**src/rtl/down_counter_timer.sv**
```systemverilog
// down_counter_timer: loadable down counter wrapped in a start/busy/done FSM.
// A start in IDLE captures load_val into both the counter and a reload
// register. RUN decrements on enabled clocks until the count reaches zero.
// DONE lasts one cycle; from there the block either restarts from the
// captured value or returns to IDLE. busy, done and fsm_state are decoded
// straight from the state register, so no input reaches an output
// combinationally.
module down_counter_timer #(
  parameter int WIDTH = 4
) (
  input  logic             clock,
  input  logic             clear,
  input  logic             start,
  input  logic             stop,
  input  logic             enable,
  input  logic             reload_en,
  input  logic [WIDTH-1:0] load_val,
  output logic [WIDTH-1:0] count,
  output logic             busy,
  output logic             done,
  output logic [1:0]       fsm_state
);

  typedef enum logic [1:0] {
    ST_IDLE = 2'b00,
    ST_RUN  = 2'b01,
    ST_DONE = 2'b10
  } state_t;

  localparam logic [WIDTH-1:0] W_ZERO = '0;
  localparam logic [WIDTH-1:0] W_ONE  = WIDTH'(1);

  state_t           r_state;
  state_t           w_state_next;
  logic [WIDTH-1:0] r_count;
  logic [WIDTH-1:0] w_count_next;
  logic [WIDTH-1:0] r_reload;
  logic [WIDTH-1:0] w_reload_next;

  // State register; clear forces IDLE without waiting for a clock edge.
  always_ff @(posedge clock or posedge clear) begin
    if (clear) begin
      r_state <= ST_IDLE;
    end else begin
      r_state <= w_state_next;
    end
  end

  // Counter and reload registers; clear zeroes both asynchronously.
  always_ff @(posedge clock or posedge clear) begin
    if (clear) begin
      r_count  <= W_ZERO;
      r_reload <= W_ZERO;
    end else begin
      r_count  <= w_count_next;
      r_reload <= w_reload_next;
    end
  end

  // Next-state and datapath decisions. Every branch starts from "hold".
  always_comb begin
    w_state_next  = r_state;
    w_count_next  = r_count;
    w_reload_next = r_reload;
    case (r_state)
      ST_IDLE: begin
        // stop beats start when both arrive together
        if (!stop && start) begin
          w_count_next  = load_val;
          w_reload_next = load_val;
          w_state_next  = (load_val != W_ZERO) ? ST_RUN : ST_DONE;
        end
      end
      ST_RUN: begin
        if (stop) begin
          // abort keeps the current count and raises no done
          w_state_next = ST_IDLE;
        end else if (enable) begin
          // guard against decrementing past zero, so the count never wraps
          if (r_count != W_ZERO) begin
            w_count_next = r_count - W_ONE;
          end
          if (r_count <= W_ONE) begin
            w_state_next = ST_DONE;
          end
        end
      end
      ST_DONE: begin
        if (stop) begin
          w_state_next = ST_IDLE;
        end else if (reload_en) begin
          // a zero reload value re-enters DONE, so done stays high
          w_count_next = r_reload;
          w_state_next = (r_reload != W_ZERO) ? ST_RUN : ST_DONE;
        end else begin
          w_state_next = ST_IDLE;
        end
      end
      default: begin
        // the unused encoding recovers to IDLE on the next edge
        w_state_next = ST_IDLE;
      end
    endcase
  end

  assign count     = r_count;
  assign busy      = (r_state == ST_RUN);
  assign done      = (r_state == ST_DONE);
  assign fsm_state = r_state;

endmodule

```
**config.mk**
```make
export PLATFORM = sky130hd
export DESIGN_NAME = down_counter_timer
export DESIGN_NICKNAME = d
export VERILOG_FILES = /design/src/rtl/down_counter_timer.sv
export SDC_FILE = /design/constraint.sdc
export NUM_CORES = 1
export LEC_CHECK = 0
export CORE_ASPECT_RATIO = 0.75
export CORE_MARGIN = 4
export CORE_UTILIZATION = 40
export CTS_CLUSTER_DIAMETER = 50
export DETAILED_ROUTE_END_ITERATION = 8
export DONT_BUFFER_PORTS = 1
export GPL_TIMING_DRIVEN = 0
export PLACE_DENSITY = 0.66
export SLEW_MARGIN = 20
export SYNTH_ARGS = -nofsm -noshare
export SYNTH_HDL_FRONTEND = slang
export SYNTH_SLANG_ARGS = --single-unit
```
**constraint.sdc**
```tcl
create_clock -name clock -period 1.9 [get_ports clock]
set_clock_uncertainty 0.15 [all_clocks]
set_input_delay 0 -clock clock [delete_from_list [all_inputs] [get_ports clock]]
set_output_delay 0 -clock clock [all_outputs]
set_load 0.05 [all_outputs]
```
# --- Yosys cells after proc, flatten, opt, wreduce, memory -nomap -nowiden ---
# Index checks and enable logic that the tools add are counted.
word_totals:
  register_bits: 10
  wordCells: 41
classes:
  add_sub_neg: 1
  order_cmp: 1
  eq_ne: 10
  mux: 16
  reduce_logical: 10
op_table:
  columns: ["op", "count"]
  rows:
  - ["$mux W4", 6]
  - ["$mux W2", 8]
  - ["$pmux W4 S3", 1]
  - ["$reduce_bool A4 Y1", 3]
  - ["$ne A2 B2 Y1 const B", 5]
  - ["$reduce_and A7 Y1", 1]
  - ["$pmux W2 S3", 1]
  - ["$le A4 B1 Y1 const B", 1]
  - ["$sub A4 B1 Y4 const B", 1]
  - ["$ne A3 B2 Y1 const B", 1]
  - ["$ne A3 B3 Y1 const B", 1]
  - ["$reduce_and A3 Y1", 1]
  - ["$reduce_bool A3 Y1", 1]
  - ["$eq A2 B1 Y1 const B", 1]
  - ["$eq A2 B2 Y1 const B", 1]
  - ["$logic_not A2 Y1", 1]
  - ["$ne A2 B1 Y1 const B", 1]
  - ["$reduce_and A2 Y1", 1]
  - ["$logic_and A1 B1 Y1", 1]
  - ["$logic_not A1 Y1", 1]

# --- Logic depth before layout (Yosys ltp) ---
depth:
  word_depth: 5
  mapped_depth: 6
  ltp_nobuf: 6

# --- Worst setup path after synthesis ---
# No wires, ideal clock.
synth_timing:
  kind: "register to register"
  startpoint: "register r_state[0], in the netlist fsm_state[0]"
  endpoint: "register r_count[2], in the netlist count[2]"
  t_arrival_ps: 2138
  path_slack_ps: -512
  stages_incl_launch_ff: 5
  n_path_buf: 0
  period_less_slack_ps: 2412
  path_cell_list: "dfrtp_1 ha_1 o21ai_0 nand3_2 mux2_2"
synth_between:
  elab_chain_len: 3
  word_cells_on_any_way: 12
synth_lines:
  columns: ["element", "line", "text"]
  rows:
  - ["start: declaration", "33", "state_t r_state;"]
  - ["start signal: assignment", "45", "r_state <= w_state_next;"]
  - ["$eq A2 B1 Y1 *", null, null]
  - ["via busy", "19", "output logic busy,"]
  - ["$ne A2 B1 Y1 (no line) (tied with other cells)", null, null]
  - ["$reduce_and A7 Y1 (no line)", null, null]
  - ["end signal: assignment", "55", "r_count <= w_count_next;"]
  - ["end: declaration", "35", "logic [WIDTH-1:0] r_count;"]
# Mark *: on every way through the listed nets, which the timed path passes. The rest lies on a longest branch.
# A chain may end at the register's enable or synchronous reset.

# --- Worst setup path in the final report ---
layout_timing:
  startpoint: "register r_state[0], in the netlist fsm_state[0]"
  endpoint: "register r_count[1], in the netlist count[1]"
# Same word-level chain as after synthesis.

==> run metrics <==
register area 260.3 um2; final instance area 968.4 um2; core area 0.001592 mm2; vias in the first global route 600; WHS -0.1255 ns; sequential fraction of the synthesis area 34.66%; CTS root buffer clkbuf_4; Max-Cap Viols 0; starting density of the core 45.36%; largest family of logic cells by synthesized area compound AO/OA/AOI/OAI gates; Sum Neg Setup Slack -0.06070 ns; commonest cells after routing, fill and taps aside mux2_2, dlygate4sd3_1, dfrtp_1, nor2_1; cell row count 12; number of flops mapped to enable cells by yosys 0; Post-Synth Simple-Gate Area 16.46%; clock buffer count from CTS 3; routed via count 624; Peak VDD IR 1056 uV; pin count of the biggest net entering global routing 9; Die ar. 0.002555 mm2; Final Setup Violations 3; Post-Syn Area 721.9 um2; Final ANT Viol Nets 0; Final Wtd Congestion 0.8097; Clock Latency Late Sink 0.27 ns; CTS tree built; die height 44.79 um; Critical-path top delay cell dfrtp_4; Die Wd 57.06 um; IO Pins 18; sw frac 49.64%; mean area per synthesized cell 10.17 um2; area of the multi-input gates 493.0 um2; DRT Pass-1 Iters 4; worst setup margin -0.02486 ns; Comb power frac 52.3%; Max Freq 519.5 MHz; HPWL Detailed 1276 um; area grow syn2layout 34.14%; status finished, violations left; most common flop cell mapped by yosys dfrtp_1; nets@finish 104; Fin. Hold Viols 4; instance area after placement 780.7 um2; global route overflow 0; final core occ 60.85%; Port Buffer Count 0; H-Tree Level Count 1; WS Path Type flip-flop to flip-flop; overall routing resource usage 14.99%; layout cells sized above 1 42.53%; fillers 149; Slew HR 58.50%; vias per cell 5.778; Internal 944.0 uW; Data required, critical path 1.90 ns; Net Sw Power 930.5 uW; critical path arrival 1.93 ns; clk slew on worst S/H paths 0.07 ns; #FFs+latches synth 10; final cycle utilization of the critical path 101.3%; first-pass GRT wire length 2856 um; crit end category flip-flop; Worst-Margin Slew 0.6225 ns; CTS max path bufs 2; initial antenna violation count 0; crit path max fanout 7; # diodes 0; kind of start point of the critical path flip-flop; # hold bufs at CTS 9; DRC 0; RSZ-0062 raised after global routing true; syn nets 87; Distinct cells, synth 26; post-DR wirelength/cell 17.28 um; Syn Inst Count 71; Clock Power Share 10.4%; Yosys Warn Count 0; Sequential Power Share 37.3%; Synth Area in XOR/XNOR 1.213%; drt total wl 1866 um; Leak Pwr 0.0004014 uW; CP peak stage delay 0.59 ns; fin crit period 1.925 ns; Worst Hold Class input pin to flip-flop; failing checks negative hold slack, negative setup slack; post-synthesis mux area share 15.42%; post-synthesis compound-gate area fraction 17.16%; fraction of registers with async set or reset after synthesis 100.0%; CTS sink cnt 10; Iter 0 DRT Violations 32; Synth Area in Adders 10.40%; pwr/cell area 1936 mW/mm2; Slew Limit Fails 0; crit path cell chain ha_4, a221oi_4, nand3_2, mux2_2
==> Yosys cell counts, types with 2 or more instances <==
master	count	area [um2]
mux2_2	9	101.4
a22oi_1	3	22.52
a31oi_1	2	12.51
o21ai_0	2	10.01
inv_1	8	30.03
a21oi_1	5	25.02
dfrtp_1	10	250.2
nand2_1	2	7.510
nor4_1	2	12.51
nand2b_1	3	18.77
ha_1	6	75.07
nor2_1	5	18.77
==> sequential cells by signal, indices dropped and copies added (netlist names) <==
register,count
fsm_state,2
count,4
r_reload,4
==> layer usage <==
metal | vias up | global-route usage (%) | share of wire, %
met4 | 0 | 3.241 | 0.54
met3 | 2 | 6.857 | 9.9
met1 | 302 | 18.79 | 44
met2 | 31 | 23.92 | 46
met5 | - | 0 | 0
li1 | 289 | - | -
==> path summary, 6_finish.rpt <==
kind	slack (ns)	start	depth (start not counted)	to
worst max-delay path	-0.02	fsm_state[0]	4	count[1]
worst min-delay path	-0.13	stop	3	count[3]
worst max register to register	-0.02	fsm_state[0]	4	count[1]
worst min register to register	0.40	r_reload[2]	1	r_reload[2]
max in group asynchronous	0.18	clear	4	fsm_state[1]
min in group asynchronous	0.49	clear	3	r_reload[3]
==> cells by family (layout without fill, tap and decap cells) <==
group | count (synthesis) | after routing
compound gates | 16 | 16
buf+inv | 9 | 25
mux | 10 | 10
simple gates | 19 | 19
flops | 10 | 10
xor+xnor | 1 | 1
fa+ha+maj | 6 | 6
==> through the flow <==
stage	worst slack, ns	total power (uW)	std cells
after detailed placement	-0.09367	1508	92
after global placement	-0.07988	1493	92
after CTS	-0.08661	1821	107
after floorplan	0.01979	1355	71
final	-0.02486	1875	108
after global routing	-0.09509	1989	108
==> power groups by stage <==
stage          clock, uW  sequential, uW  combinational [uW]
2_1_floorplan          0             644                 710
3_3_place_gp           0             679                 814
3_5_place_dp           0             684                 824
4_1_cts              202             691                 928
5_1_grt              217             711                1060
6_report             195             699                 981
==> what timing repair did <==
item,4_1_cts,5_1_grt
pin swaps,4,3
gates cloned,0,0
endpoints found under the hold margin,20,4
setup buffers,3,1
gates resized for setup,6,6
endpoints found under the setup margin,6,6
==> worst max-delay path, delay by kind of cell, from the launching register on <==
family	cells	cell delay (ns)
AOI/OAI and AO/OA	1	0.32
adders and majority gates	1	0.29
DFF	1	0.59
muxes	1	0.30
and+or+nand+nor	1	0.15
==> area by class of cell <==
cell class | count | share of cell area [%]
repair buffers | 13 | 12.14
clock buffers | 4 | 3.747
well taps | 21 | 2.713
flip-flops and latches | 10 | 26.87
multi-input cells | 52 | 50.90
inverters | 8 | 3.618
Note: power is estimated with default switching activity, not from simulation.
